$ cat src/rtl/controller_sra_if.sv
`default_nettype none
// ============================================================================
// Module      : controller_sra_if
// Description : Start/Done handshake, captured operation fields and the
//               datapath control lines of the SRA sequencer.
// Revision    : 1.0  initial release
// ============================================================================
interface controller_sra_if #(
    parameter int ITER_W = 3
) ();
    // System-facing request and operation fields
    logic              Start;
    logic [1:0]        Au1Op;
    logic [1:0]        Au2Op;
    logic              OpSel;
    logic              ResSel;
    logic              WbSel;
    logic [ITER_W-1:0] Iter;
    // Datapath control lines
    logic              In;
    logic [1:0]        Bus2;
    logic              AU1_Bus3;
    logic              AU1_Bus4;
    logic [1:0]        Bus5;
    logic [1:0]        Bus7;
    logic [4:0]        LR;
    logic [3:0]        Opcode;
    logic              Done;
    logic              Busy;

    // Requester side: drives the request, observes the control word
    modport master (
        output Start, Au1Op, Au2Op, OpSel, ResSel, WbSel, Iter,
        input  In, Bus2, AU1_Bus3, AU1_Bus4, Bus5, Bus7, LR, Opcode, Done, Busy
    );

    // Controller side
    modport slave (
        input  Start, Au1Op, Au2Op, OpSel, ResSel, WbSel, Iter,
        output In, Bus2, AU1_Bus3, AU1_Bus4, Bus5, Bus7, LR, Opcode, Done, Busy
    );
endinterface
`default_nettype wire

$ cat src/rtl/controller_sra.sv
`default_nettype none
// ============================================================================
// Module      : controller_sra
// Description : Moore control FSM for the SRA datapath. Sequences
//               load -> AU1 (with optional writeback iterations) -> AU2 ->
//               result, behind a level Start/Done handshake.
// Revision    : 1.0  initial release
// ============================================================================
module controller_sra #(
    parameter int ITER_W = 3
) (
    input  wire logic           clk,
    input  wire logic           rst_n,
    controller_sra_if.slave     bus
);

    typedef enum logic [2:0] {
        S_IDLE   = 3'd0,
        S_LOAD   = 3'd1,
        S_EXEC1  = 3'd2,
        S_LATCH1 = 3'd3,
        S_WB     = 3'd4,
        S_EXEC2  = 3'd5,
        S_LATCH2 = 3'd6,
        S_DONE   = 3'd7
    } state_t;

    state_t            state_q,  state_d;
    logic [ITER_W-1:0] cnt_q,    cnt_d;
    logic [1:0]        au1op_q,  au1op_d;
    logic [1:0]        au2op_q,  au2op_d;
    logic              opsel_q,  opsel_d;
    logic              ressel_q, ressel_d;
    logic              wbsel_q,  wbsel_d;

    logic              w_in;
    logic [1:0]        w_bus2;
    logic              w_au1_bus3;
    logic              w_au1_bus4;
    logic [1:0]        w_bus5;
    logic [1:0]        w_bus7;
    logic [4:0]        w_lr;
    logic [3:0]        w_opcode;
    logic              w_done;
    logic              w_busy;

    // State, iteration counter and captured operation fields
    always_ff @(posedge clk or negedge rst_n) begin
        if (!rst_n) begin
            state_q  <= S_IDLE;
            cnt_q    <= '0;
            au1op_q  <= '0;
            au2op_q  <= '0;
            opsel_q  <= 1'b0;
            ressel_q <= 1'b0;
            wbsel_q  <= 1'b0;
        end else begin
            state_q  <= state_d;
            cnt_q    <= cnt_d;
            au1op_q  <= au1op_d;
            au2op_q  <= au2op_d;
            opsel_q  <= opsel_d;
            ressel_q <= ressel_d;
            wbsel_q  <= wbsel_d;
        end
    end

    // Next-state logic; fields are captured only when leaving IDLE
    always_comb begin
        state_d  = state_q;
        cnt_d    = cnt_q;
        au1op_d  = au1op_q;
        au2op_d  = au2op_q;
        opsel_d  = opsel_q;
        ressel_d = ressel_q;
        wbsel_d  = wbsel_q;
        case (state_q)
            S_IDLE: begin
                if (bus.Start) begin
                    au1op_d  = bus.Au1Op;
                    au2op_d  = bus.Au2Op;
                    opsel_d  = bus.OpSel;
                    ressel_d = bus.ResSel;
                    wbsel_d  = bus.WbSel;
                    cnt_d    = bus.Iter;
                    state_d  = S_LOAD;
                end
            end
            S_LOAD:   state_d = S_EXEC1;
            S_EXEC1:  state_d = S_LATCH1;
            S_LATCH1: state_d = (cnt_q != '0) ? S_WB : S_EXEC2;
            S_WB: begin
                // WB is only entered with a non-zero count; the guard keeps
                // the counter from ever wrapping regardless.
                if (cnt_q != '0) begin
                    cnt_d = cnt_q - ITER_W'(1);
                end
                state_d = S_EXEC1;
            end
            S_EXEC2:  state_d = S_LATCH2;
            S_LATCH2: state_d = S_DONE;
            S_DONE:   state_d = bus.Start ? S_DONE : S_IDLE;
            default:  state_d = S_IDLE;
        endcase
    end

    // Control word decoded purely from registered state
    always_comb begin
        w_in       = 1'b0;
        w_bus2     = 2'b00;
        w_au1_bus3 = 1'b0;
        w_au1_bus4 = 1'b0;
        w_bus5     = 2'b00;
        w_bus7     = 2'b00;
        w_lr       = 5'b00000;
        w_done     = 1'b0;
        w_busy     = (state_q != S_IDLE);
        w_opcode   = (state_q != S_IDLE) ? {au2op_q, au1op_q} : 4'b0000;
        case (state_q)
            S_LOAD: begin
                w_in = 1'b1;
                w_lr = 5'b00011;
            end
            S_EXEC1: begin
                w_bus2 = opsel_q ? 2'b10 : 2'b01;
            end
            S_LATCH1: begin
                w_bus2 = opsel_q ? 2'b10 : 2'b01;
                w_bus7 = 2'b01;
                w_lr   = 5'b11100;
            end
            S_WB: begin
                w_bus2     = opsel_q ? 2'b10 : 2'b01;
                w_au1_bus3 = ~wbsel_q;
                w_au1_bus4 = wbsel_q;
                w_lr       = wbsel_q ? 5'b00010 : 5'b00001;
            end
            S_EXEC2: begin
                w_bus5 = ressel_q ? 2'b10 : 2'b01;
            end
            S_LATCH2: begin
                w_bus5 = ressel_q ? 2'b10 : 2'b01;
                w_bus7 = 2'b10;
                w_lr   = 5'b00100;
            end
            S_DONE: begin
                w_done = 1'b1;
            end
            default: begin
                w_in = 1'b0;
            end
        endcase
    end

    assign bus.In       = w_in;
    assign bus.Bus2     = w_bus2;
    assign bus.AU1_Bus3 = w_au1_bus3;
    assign bus.AU1_Bus4 = w_au1_bus4;
    assign bus.Bus5     = w_bus5;
    assign bus.Bus7     = w_bus7;
    assign bus.LR       = w_lr;
    assign bus.Opcode   = w_opcode;
    assign bus.Done     = w_done;
    assign bus.Busy     = w_busy;

endmodule
`default_nettype wire

$ cat src/flat_wrapper.sv
// flat-port wrapper written by rule: the top's interface ports become plain ports
module controller_sra_flat 
#(
    parameter int ITER_W = 3
)
  (clk, rst_n, bus_Start, bus_Au1Op, bus_Au2Op, bus_OpSel, bus_ResSel, bus_WbSel, bus_Iter, bus_In, bus_Bus2, bus_AU1_Bus3, bus_AU1_Bus4, bus_Bus5, bus_Bus7, bus_LR, bus_Opcode, bus_Done, bus_Busy);
  controller_sra_if #(.ITER_W(ITER_W)) bus_i ();
  input  wire logic clk;
  input  wire logic rst_n;
  input wire logic [$bits(bus_i.Start)-1:0] bus_Start;
  input wire logic [$bits(bus_i.Au1Op)-1:0] bus_Au1Op;
  input wire logic [$bits(bus_i.Au2Op)-1:0] bus_Au2Op;
  input wire logic [$bits(bus_i.OpSel)-1:0] bus_OpSel;
  input wire logic [$bits(bus_i.ResSel)-1:0] bus_ResSel;
  input wire logic [$bits(bus_i.WbSel)-1:0] bus_WbSel;
  input wire logic [$bits(bus_i.Iter)-1:0] bus_Iter;
  output wire logic [$bits(bus_i.In)-1:0] bus_In;
  output wire logic [$bits(bus_i.Bus2)-1:0] bus_Bus2;
  output wire logic [$bits(bus_i.AU1_Bus3)-1:0] bus_AU1_Bus3;
  output wire logic [$bits(bus_i.AU1_Bus4)-1:0] bus_AU1_Bus4;
  output wire logic [$bits(bus_i.Bus5)-1:0] bus_Bus5;
  output wire logic [$bits(bus_i.Bus7)-1:0] bus_Bus7;
  output wire logic [$bits(bus_i.LR)-1:0] bus_LR;
  output wire logic [$bits(bus_i.Opcode)-1:0] bus_Opcode;
  output wire logic [$bits(bus_i.Done)-1:0] bus_Done;
  output wire logic [$bits(bus_i.Busy)-1:0] bus_Busy;
  assign bus_i.Start = bus_Start;
  assign bus_i.Au1Op = bus_Au1Op;
  assign bus_i.Au2Op = bus_Au2Op;
  assign bus_i.OpSel = bus_OpSel;
  assign bus_i.ResSel = bus_ResSel;
  assign bus_i.WbSel = bus_WbSel;
  assign bus_i.Iter = bus_Iter;
  assign bus_In = bus_i.In;
  assign bus_Bus2 = bus_i.Bus2;
  assign bus_AU1_Bus3 = bus_i.AU1_Bus3;
  assign bus_AU1_Bus4 = bus_i.AU1_Bus4;
  assign bus_Bus5 = bus_i.Bus5;
  assign bus_Bus7 = bus_i.Bus7;
  assign bus_LR = bus_i.LR;
  assign bus_Opcode = bus_i.Opcode;
  assign bus_Done = bus_i.Done;
  assign bus_Busy = bus_i.Busy;
  controller_sra #(.ITER_W(ITER_W)) u_core (.clk(clk), .rst_n(rst_n), .bus(bus_i));
endmodule
$ cat config.mk
export PLATFORM = sky130hd
export DESIGN_NAME = controller_sra_flat
export DESIGN_NICKNAME = d
export VERILOG_FILES = /design/src/rtl/controller_sra_if.sv /design/src/rtl/controller_sra.sv /design/src/flat_wrapper.sv
export SDC_FILE = /design/constraint.sdc
export NUM_CORES = 1
export LEC_CHECK = 0
export ABC_AREA = 0
export BUFFER_PORTS_ARGS = -buffer_cell sky130_fd_sc_hd__buf_2
export CORE_ASPECT_RATIO = 1.4
export CORE_MARGIN = 1
export CORE_UTILIZATION = 42
export CTS_CLUSTER_SIZE = 30
export DETAILED_ROUTE_END_ITERATION = 10
export PLACE_DENSITY = 0.74
export SYNTH_ARGS = -nofsm -noshare
export SYNTH_HDL_FRONTEND = slang
export SYNTH_SLANG_ARGS = --single-unit
$ cat constraint.sdc
create_clock -name clk -period 1.7 [get_ports clk]
set_clock_uncertainty 0.2 [all_clocks]
set_input_delay 0.255 -clock clk [delete_from_list [all_inputs] [get_ports clk]]
set_output_delay 0.255 -clock clk [all_outputs]
set_load 0.01 [all_outputs]
# Word-level counts from Yosys, hierarchy flattened

Cells that the tools add are included.

Register bits: 13
Input bits: 13
Output and inout port bits: 20
Word-level logic and storage cells: 46

$add $sub $neg: 1
Equality and inequality tests: 9
Mux-type cells: 19
Bitwise gates (word level): 1
Reductions and logical operators: 9

Operators with widths:

| kind                | count |
|---|---|
| $pmux 3 s7          | 1 |
| $pmux 5 s4          | 1 |
| $eq 3x3->1 const B  | 4 |
| $mux 3              | 4 |
| $mux 2              | 5 |
| $eq 3x2->1 const B  | 2 |
| $pmux 3 s2          | 1 |
| $reduce_bool 3->1   | 2 |
| $mux 1              | 5 |
| $mux 4              | 1 |
| $pmux 2 s2          | 1 |
| $reduce_or 2->1     | 2 |
| $eq 3x1->1 const B  | 1 |
| $logic_not 3->1     | 1 |
| $reduce_and 3->1    | 1 |
| $reduce_or 3->1     | 1 |
| $sub 3x1->3 const B | 1 |
| $ne 2x1->1 const B  | 1 |
| $ne 2x2->1 const B  | 1 |
| $reduce_and 2->1    | 1 |
| $reduce_bool 2->1   | 1 |
| $not 1->1           | 1 |

# Longest topological paths before layout

Gate-level depths: netlist of run 1.

Word-level depth: 3
Mapped depth: 5
Mapped depth without buffers: 5

# Least setup slack after synthesis of run 1

Ideal clock, no wire load.

Kind: reg-to-reg
From: reg u_core.cnt_q[0]
To: reg u_core.cnt_q[1]
Library setup time: 0.126 ns
Data arrival time: 1.438 ns
Data required time: 1.374 ns
Path slack: -0.064 ns
Stages on the path, launching flop included: 6
Path buffers: 0
Period minus slack after synthesis: 1.764 ns
Path through: dfrtp_1 -> inv_1 -> ha_1 -> nor2b_1 -> a2111o_1 -> a221o_1

Longest elaborated chain between the ends: 3
Elaborated cells on any way between the ends: 6
Those cells by class: 1 x add/sub; 1 x eq/ne; 2 x mux; 2 x reduce/logical

Ends and longest elaborated chain:

| item                                             | RTL line                                   | RTL |
|---|---|---|
| start: declaration                               | controller_sra.sv:29                       | `logic [ITER_W-1:0] cnt_q, cnt_d;` |
| start signal: assignment                         | controller_sra.sv:59                       | `cnt_q <= cnt_d;` |
| $sub 3x1->3 or $reduce_bool 3->1 (tied branches) | controller_sra.sv:96, controller_sra.sv:95 |  |
| $mux 3 or $ne 2x1->1 (tied branches)             | --                                         |  |
| $pmux 3 s2 or $reduce_and 3->1 (tied branches)   | --                                         |  |

Several ways; a longest one is shown, not always the timed one. The select of a mux whose other input is x is not followed.
A chain may end at the register's enable or synchronous reset.

# Final worst setup path of run 1

From: reg u_core.state_q[0]
To: out bus_AU1_Bus3

Longest elaborated chain between the ends: 2

Ends and longest elaborated chain:

| item                     | RTL line              | RTL |
|---|---|---|
| start: declaration       | controller_sra.sv:28  | `state_t state_q, state_d;` |
| start signal: assignment | controller_sra.sv:58  | `state_q <= state_d;` |
| $eq 3x3->1               | controller_sra.sv:119 | `case (state_q)` |
| $mux 1                   | controller_sra.sv:119 |  |
| end: declaration         | flat_wrapper.sv:19    | `output wire logic [$bits(bus_i.AU1_Bus3)-1:0] bus_AU1_Bus3;` |

No other way between the ends.

==> summary.txt, run 1 <==
Global route
  – Total track usage: 30.6%
  – Initial antenna violation count: 0
  – Number of global-route vias before repair: 929
  – First-pass GRT wire length: 4.35 mm
  – Gr ovfl total: 0
  – Largest net degree at the start of global routing: 14

Worst setup path
  – Crit path cell chain: buf_4 > or3b_4 > nor2_2 > buf_2
  – Worst Path Required: 1.24 ns
  – Worst setup path end: bus_AU1_Bus3
  – Critical path arrival: 1.56 ns
  – Crit-path max cell delay: 0.46 ns
  – Startpoint Class: register
  – Buf/Inv on CP: 2
  – Worst R2R Start: u_core.state_q[0]
  – Worst Path Class, Setup: register to output pin
  – Max FO, Critical Path: 4
  – Worst r2r dst: u_core.cnt_q[2]
  – Crit path from: u_core.state_q[0]
  – Critical path's top delay family: simple AND/OR/NAND/NOR gates
  – R2R setup slack: -0.12 ns
  – Reg2reg path depth: 6
  – CP max-delay cell: dfrtp_2
  – Critical path depth in cells: 4
  – Crit. End Element: output pin

Yosys
  – Ys Warns: 0
  – Post-Synthesis Cell Area: 830 um^2
  – Seq/Total Area, Yosys: 39.2%
  – Count of state elements after synthesis: 13
  – Synth Net Count: 101
  – Synth unique cells: 33
  – Syn Area/Cell: 9.65 um^2
  – Post-Synthesis Cells: 86

Clock tree
  – CTS tree: built
  – CTS H-Tree Depth: 1
  – Num CTS Buffers: 3
  – Buffers from clock root to sink, at most: 2
  – CTS sink cnt: 13
  – Clock root buffer: clkbuf_4
  – Worst skew pair latency: 0.29 ns
  – Clock-pin transition on the worst setup and hold timing paths: 0.09 ns

STA
  – Maximum clock rate: 496 MHz
  – Worst setup margin: -0.314 ns
  – Final Max Slew Viols: 0
  – RSZ-0062 raised after global routing: true
  – Tcrit/Tclk final: 118%
  – Minimum clock period: 2.01 ns
  – Actual slew at the worst max-slew pin: 0.308 ns
  – Worst hold margin: -0.00295 ns
  – Slew HR: 79.4%
  – Hold violation total from the final report: 1
  – Setup violators final: 30

Drt
  – Drt wl/cell: 19.9 um
  – Vias: 1006
  – Post-route ant nets: 0
  – Detailed-route DRC error count: 0
  – Starting DRT DRC Count: 40
  – Drt pass-1 iters: 4
  – Final WL: 3.53 mm
  – DR vias/cell: 5.68

Cells and area
  – Layout Cells excl Fill: 177
  – Layout cells sized above 1: 66.2%
  – Fillers: 82
  – Layout area overhead: 92.0%
  – # diodes: 0
  – NumNets Final: 173

Placed design
  – Port bufs: 32
  – HPWL after DPL: 1.60 mm
  – Dpl cells: 146
  – Pre-CTS setup slack: -0.0190 ns
  – RePlAce Congestion: 0.817

Run status
  – Status: finished with violations
  – Violated checks: negative hold slack, negative setup slack

Power and ir drop
  – Comb power frac: 75.2%
  – Sequential share of power: 18.8%
  – Pwr/cell area: 2160 nW/um^2
  – Clock network power share: 6.0%
  – Sw frac: 42.5%
  – Sw power: 1460 uW
  – P_leak: 0.000770 uW
  – Peak supply drop: 0.00148 V
  – Internal power: 1980 uW

Die
  – Die height: 54.6 um
  – Die Wd: 39.6 um
  – Total Die Area: 2160 um^2
  – Core area: 1800 um^2
  – Ports: 33
  – Row cnt: 18
  – Starting Density: 46.0%

Hold path
  – Min-Delay Path Class: input port to register

Run
  – MaxCap Viol Count: 0
[per-stage QoR]
step	setup TNS (ns)	util [%]	total power, uW	cell area, um^2
finish	-5.13	88.4	3440	1590
global route	-6.49	88.4	3580	1590
CTS	-3.35	77.6	2730	1400
detailed placement	-0.0216	60.6	2030	1090
global placement	0	60.6	1980	1090
floorplan	0	-	1490	840
[cell type report]
type                    instances  area, um^2  share of cell area (%)
clock inverters                 1        5.00                   0.314
flip-flops and latches         13         329                    20.7
well taps                      20        25.0                    1.57
clock buffers                   3        22.5                    1.41
inverters                       6        22.5                    1.41
repair buffers                 74         592                    37.2
multi-input cells              60         597                    37.5
[metal layers]
metal  track usage (%)  vias up  share of wire [%]
met3              3.66       13                6.8
li1                  -      444                  -
met5                 0        -                  0
met2              51.4       62                 52
met4              20.7        0                3.6
met1              35.1      487                 38
[Yosys cell counts, drive strengths merged]
cell,number,area [um^2]
a2111o,1,11.3
a21oi,3,15.0
a221o,1,10.0
a221oi,1,8.76
a2bb2oi,1,8.76
a311oi,2,17.5
and2,1,6.26
and3,3,18.8
buf,6,41.3
clkbuf,1,3.75
dfrtp,13,325
ha,2,25.0
inv,6,22.5
mux2,7,78.8
nand2,4,15.0
nand3b,1,7.51
nor2,10,37.5
nor2b,7,43.8
nor3,2,10.0
nor3b,2,15.0
nor4,1,6.26
nor4b,3,41.3
o21a,1,7.51
o21ai,1,5.00
o22a,1,8.76
o22ai,1,6.26
o2bb2ai,1,8.76
or3,1,6.26
or3b,1,8.76
xor2,1,8.76
[registers in the layout (all words and copies together), names as in the netlist]
signal,cells
u_core.cnt_q,3
u_core.state_q,3
u_core.au1op_q,2
u_core.au2op_q,2
u_core.opsel_q,1
u_core.ressel_q,1
u_core.wbsel_q,1
[worst reg2reg max path, cell delays in order, from the launching register on]
cell and delay, ns:
dfrtp_2 0.46, buf_12 0.15, buf_6 0.11, nor4b_4 0.30, buf_6 0.18, a311oi_2 0.05, a311oi_1 0.27
[kinds of logic after synthesis]
kind of cell | count (synthesis) | share of synthesized area, %
AOI/OAI and AO/OA | 14 | 13.0
buffers and inverters | 13 | 8.14
DFF | 13 | 39.2
adders and majority gates | 2 | 3.02
xor gates and xnor gates | 1 | 1.06
muxes | 7 | 9.50
and+or+nand+nor | 36 | 26.1
[cells in the final DEF (no fill, tap or decap), types with 2 or more instances in the layout]
cell and instances:
inv_1 4, buf_4 23, nor3_1 2, inv_2 2
mux2_4 7, nor2_2 3, and3_1 2, nand2_1 3
dfrtp_1 10, nor4b_2 2, buf_2 28, nor2_1 6
dfrtp_2 3, buf_12 2, dlygate4sd3_1 7, buf_6 11
nor2b_1 6, clkbuf_4 3, a21oi_2 2
[repair_timing]
item | CTS | global route
hold buffers | 7 | 0
cloned | 0 | 1
endpoints found under the hold margin | 19 | 0
setup buffers | 10 | 11
pin swaps | 9 | 7
resized for setup | 30 | 23
endpoints found under the setup margin | 21 | 31
[how the worst min path moves through the flow]
stage,start,endpoint,cells after the start
finish,bus_Au2Op[1],u_core.au2op_q[1],2
global route,bus_Au2Op[1],u_core.au2op_q[1],2
CTS,bus_Iter[1],u_core.cnt_q[1],2
detailed placement,rst_n,u_core.ressel_q,1
global placement,rst_n,u_core.ressel_q,1
floorplan,rst_n,u_core.au1op_q[0],0
[power groups by stage]
stage          clock [uW]  sequential (uW)  combinational [uW]
2_1_floorplan           0              541                 953
3_3_place_gp            0              610                1370
3_5_place_dp            0              622                1410
4_1_cts               206              628                1900
5_1_grt               217              656                2700
6_report              206              648                2590
Power figures use the tool's default switching activity.
==> run 2: changes to the inputs <==
--- a/config.mk
+++ b/config.mk
@@ -8,7 +8,7 @@
 export ABC_AREA = 0
 export BUFFER_PORTS_ARGS = -buffer_cell sky130_fd_sc_hd__buf_2
 export CORE_ASPECT_RATIO = 1.4
-export CORE_MARGIN = 1
+export CORE_MARGIN = 2
 export CORE_UTILIZATION = 42
 export CTS_CLUSTER_SIZE = 30
 export DETAILED_ROUTE_END_ITERATION = 10
==> summary.txt, run 2 (synthesis results as in run 1) <==
Cells and area
  – NumNets Final: 168
  – Top flop regs: u_core.cnt_q x3, u_core.state_q x3
  – Most frequent cells in the layout: buf_2 (31), buf_4 (24), dfrtp_1 (10)
  – # diodes: 0
  – Commonest non-fill, non-tap cell in the layout: buf_2
  – Layout area overhead: 75.3%
  – Layout cells sized above 1: 63.2%
  – Layout Cells excl Fill: 173
  – Final core utilization: 75.5%

Clock tree
  – CTS H-Tree Depth: 1
  – Clock-pin transition on the worst setup and hold timing paths: 0.08 ns
  – Clock root buffer: clkbuf_4
  – Worst skew pair latency: 0.29 ns
  – Num CTS Buffers: 3
  – CTS sink cnt: 13
  – Buffers from clock root to sink, at most: 2
  – CTS tree: built

Run status
  – Violated checks: negative setup slack
  – Status: finished with violations

Global route
  – First-pass GRT wire length: 3.89 mm
  – Total track usage: 21.4%
  – Initial antenna violation count: 0
  – Largest net degree at the start of global routing: 14
  – Number of global-route vias before repair: 909
  – Gr ovfl total: 0

STA
  – RSZ-0062 raised after global routing: true
  – Worst setup margin: -0.244 ns
  – Actual slew at the worst max-slew pin: 0.311 ns
  – Slew HR: 79.3%
  – Final Max Slew Viols: 0
  – Maximum clock rate: 514 MHz
  – Tcrit/Tclk final: 114%
  – Minimum clock period: 1.94 ns
  – Hold violation total from the final report: 0
  – Worst hold margin: 0.00871 ns
  – Setup violators final: 29
  – Setup_tns: -3.68 ns

Worst setup path
  – Crit path cell chain: inv_2 > or3_1 > a21oi_2 > buf_2
  – Buf/Inv on CP: 2
  – Crit-path max cell delay: 0.45 ns
  – Startpoint Class: register
  – Worst Path Required: 1.24 ns
  – Max FO, Critical Path: 6
  – Crit. End Element: output pin
  – Critical path's top delay family: flip-flops
  – Worst Path Class, Setup: register to output pin
  – Critical path arrival: 1.49 ns
  – CP max-delay cell: dfrtp_2
  – R2R setup slack: -0.16 ns

Drt
  – Starting DRT DRC Count: 26
  – Post-route ant nets: 0
  – Drt wl/cell: 16.1 um
  – Detailed-route DRC error count: 0
  – Drt pass-1 iters: 4
  – Vias: 936
  – DR vias/cell: 5.41
  – Final WL: 2.79 mm

Die
  – Ports: 33
  – Die Wd: 41.6 um
  – Core area: 1930 um^2
  – Row cnt: 19
  – Die height: 56.6 um
  – Total Die Area: 2350 um^2
  – Starting Density: 43.1%

Hold path
  – Min-Delay Path Class: input port to register

Placed design
  – HPWL after DPL: 1.53 mm
  – Dpl cells: 147
  – Port bufs: 32
  – RePlAce Congestion: 0.782

Power and ir drop
  – P_leak: 0.000719 uW
  – Pwr/cell area: 2070 nW/um^2
  – Peak supply drop: 0.00146 V

Run
  – MaxCap Viol Count: 0
## run 2: cell types whose count changed in the layout (fill, tap and decap cells not counted), moves of 2 or more
cell     delta
nor4b_1     +2
nand2_1     -2
mux2_4      -6
nand2_4     +2
buf_2       +3
buf_6       -5
mux2_2      +6
nor4b_2     -2
## run 2: area by class of cell
cell class	count	area, um^2
Clock buffer	3	22.5
Sequential cell	13	329
Clock inverter	1	5.00
Multi-Input combinational cell	60	551
Timing Repair Buffer	69	498
Tap cell	21	26.3
Fill cell	124	472
Inverter	6	22.5
## run 2: metal layers
layer | global-route usage [%] | share of wire [%] | vias up | routed length [um]
li1 | - | - | 434 | -
met1 | 23.8 | 39 | 463 | 1080
met4 | 12.9 | 4.0 | 0 | 112
met3 | 1.93 | 3.5 | 10 | 97
met2 | 38.4 | 54 | 29 | 1490
met5 | 0 | 0 | - | 0
## run 2: path summary, 6_finish.rpt
| path | from | end | cells past startpoint |
|---|---|---|---|
| worst max-delay path | u_core.state_q[2] | bus_LR[0] | 4 |
| worst min-delay path | bus_WbSel | u_core.wbsel_q | 2 |
| worst max register to register | u_core.state_q[0] | u_core.opsel_q | 5 |
| worst min register to register | u_core.au2op_q[1] | u_core.au2op_q[1] | 1 |
| max in group asynchronous | rst_n | u_core.state_q[1] | 2 |
| min in group asynchronous | rst_n | u_core.state_q[0] | 2 |
## run 2: per-stage QoR
stage | total power (uW) | cell area (um^2) | setup slack, ns
2_1_floorplan | 1490 | 840 | 0.0248
3_3_place_gp | 1970 | 1090 | 0.00149
3_5_place_dp | 2010 | 1090 | -0.0170
4_1_cts | 2570 | 1310 | -0.137
5_1_grt | 3180 | 1450 | -0.280
6_report | 3010 | 1450 | -0.244
## run 2: timing repair
action,in CTS,in global routing
resized for setup,22,12
endpoints found under the setup margin,20,29
pin swaps,8,5
hold buffers,4,2
setup buffers,11,6
endpoints found under the hold margin,16,2
## run 2: power by group
part / leakage [uW] / internal, uW / switching [uW]
registers: 0.000152 / 475 / 175
logic: 0.000549 / 1160 / 1000
clock network: 0.0000177 / 87.5 / 114
total: 0.000719 / 1720 / 1290
==> run 3: changes to the inputs <==
--- a/config.mk
+++ b/config.mk
@@ -7,7 +7,6 @@
 export LEC_CHECK = 0
 export ABC_AREA = 0
 export BUFFER_PORTS_ARGS = -buffer_cell sky130_fd_sc_hd__buf_2
-export CORE_ASPECT_RATIO = 1.4
 export CORE_MARGIN = 2
 export CORE_UTILIZATION = 42
 export CTS_CLUSTER_SIZE = 30
==> summary.txt, run 3 (synthesis results as in run 1) <==
STA
  – Tcrit/Tclk final: 112%
  – Minimum clock period: 1.91 ns
  – Maximum clock rate: 523 MHz
  – Actual slew at the worst max-slew pin: 0.295 ns
  – Final Max Slew Viols: 0
  – Setup violators final: 29
  – Worst hold margin: 0.0579 ns
  – Slew HR: 80.3%
  – Worst setup margin: -0.212 ns
  – Hold violation total from the final report: 0
  – RSZ-0062 raised after global routing: true

Power and ir drop
  – Peak supply drop: 0.00119 V
  – Sequential share of power: 21.8%
  – Clock network power share: 6.4%
  – P_leak: 0.000719 uW
  – Pwr/cell area: 2000 nW/um^2
  – Internal power: 1740 uW
  – Sw frac: 42.3%
  – Comb power frac: 71.8%
  – Sw power: 1280 uW

Run status
  – Status: finished with violations
  – Violated checks: negative setup slack

Drt
  – Final WL: 2.84 mm
  – DR vias/cell: 5.16
  – Detailed-route DRC error count: 0
  – Starting DRT DRC Count: 24
  – Post-route ant nets: 0
  – Vias: 928
  – Drt wl/cell: 15.8 um
  – Drt pass-1 iters: 4

Cells and area
  – Final instance area: 1510 um^2
  – Commonest non-fill, non-tap cell in the layout: buf_2
  – Layout area overhead: 82.2%
  – Most frequent cells in the layout: buf_2 (28), buf_4 (19), buf_6 (12)
  – # diodes: 0
  – Final core utilization: 79.5%
  – Layout Cells excl Fill: 180
  – Top flop regs: u_core.cnt_q x3, u_core.state_q x3
  – NumNets Final: 169
  – Layout cells sized above 1: 62.7%

Placed design
  – RePlAce Congestion: 0.752
  – HPWL after DPL: 1.47 mm
  – Pre-CTS setup slack: 0.0150 ns
  – Placed Instance Area: 1090 um^2
  – Port bufs: 32
  – Dpl cells: 151

Die
  – Ports: 33
  – Row cnt: 16
  – Die height: 48.4 um
  – Core area: 1900 um^2
  – Die Wd: 48.4 um
  – Total Die Area: 2350 um^2
  – Starting Density: 43.6%

Clock tree
  – Buffers from clock root to sink, at most: 2
  – Clock root buffer: clkbuf_4
  – CTS sink cnt: 13
  – Clock-pin transition on the worst setup and hold timing paths: 0.08 ns
  – CTS H-Tree Depth: 1
  – CTS tree: built
  – Num CTS Buffers: 3
  – Worst skew pair latency: 0.28 ns

Global route
  – Number of global-route vias before repair: 858
  – Gr ovfl total: 0
  – Total track usage: 22.6%
  – First-pass GRT wire length: 4.09 mm
  – Initial antenna violation count: 0
  – Largest net degree at the start of global routing: 14

Worst setup path
  – Startpoint Class: register
  – Critical path arrival: 1.46 ns
  – Max FO, Critical Path: 7
  – Worst Path Class, Setup: register to output pin
  – Crit. End Element: output pin
  – Worst Path Required: 1.24 ns

Run
  – MaxCap Viol Count: 0

Hold path
  – Min-Delay Path Class: input port to register
[run 3: path summary, 6_finish.rpt]
check	slack (ns)	start	depth (start not counted)	endpoint
max	-0.21	u_core.state_q[2]	4	bus_LR[0]
min	0.06	bus_Iter[2]	3	u_core.cnt_q[2]
max reg2reg	-0.19	u_core.state_q[2]	5	u_core.cnt_q[1]
min reg2reg	0.31	u_core.au1op_q[0]	1	u_core.au1op_q[0]
max in group asynchronous	0.87	rst_n	2	u_core.state_q[1]
min in group asynchronous	0.18	rst_n	2	u_core.au2op_q[0]
[run 3: stage by stage]
| step | power, uW | TNS [ns] |
|---|---|---|
| 2_1_floorplan | 1490 | 0 |
| 3_3_place_gp | 1940 | 0 |
| 3_5_place_dp | 1980 | 0 |
| 4_1_cts | 2480 | -1.99 |
| 5_1_grt | 3210 | -4.88 |
| 6_report | 3020 | -3.27 |
[run 3: power by group through the flow]
| stage | combinational (uW) | clock (uW) | sequential (uW) |
|---|---|---|---|
| after global placement | 1320 | 0 | 617 |
| final | 2170 | 194 | 658 |
| after global routing | 2300 | 227 | 676 |
| after detailed placement | 1360 | 0 | 624 |
| after CTS | 1650 | 200 | 627 |
| after floorplan | 953 | 0 | 541 |
[run 3: per-layer routing]
metal	vias up	part of all wire [%]	GRT usage, %
met3	5	4.2	4.63
met2	34	53	41.0
met4	0	1.3	4.29
li1	436	-	-
met1	453	42	28.0
met5	-	0	0
[run 3: area by class of cell]
cell class	count	area, um^2
fillers	105	390
inverters	6	22.5
clock buffers	3	22.5
flip-flops and latches	13	329
repair buffers	70	543
multi-input cells	60	556
clock inverters	1	5.00
well taps	27	33.8
[run 3: what timing repair did]
item | 4_1_cts | 5_1_grt
setup endpoints to repair | 20 | 28
buffers inserted | 8 | 8
hold endpoints to repair | 19 | 2
gates resized for setup | 19 | 24
hold buffers | 7 | 2
pin swaps | 5 | 8
[run 3: critical path: stages (launching register included)]
cell and delay, ns:
dfrtp_2 0.48, inv_2 0.06, or3_1 0.35, a21oi_1 0.13, buf_2 0.16
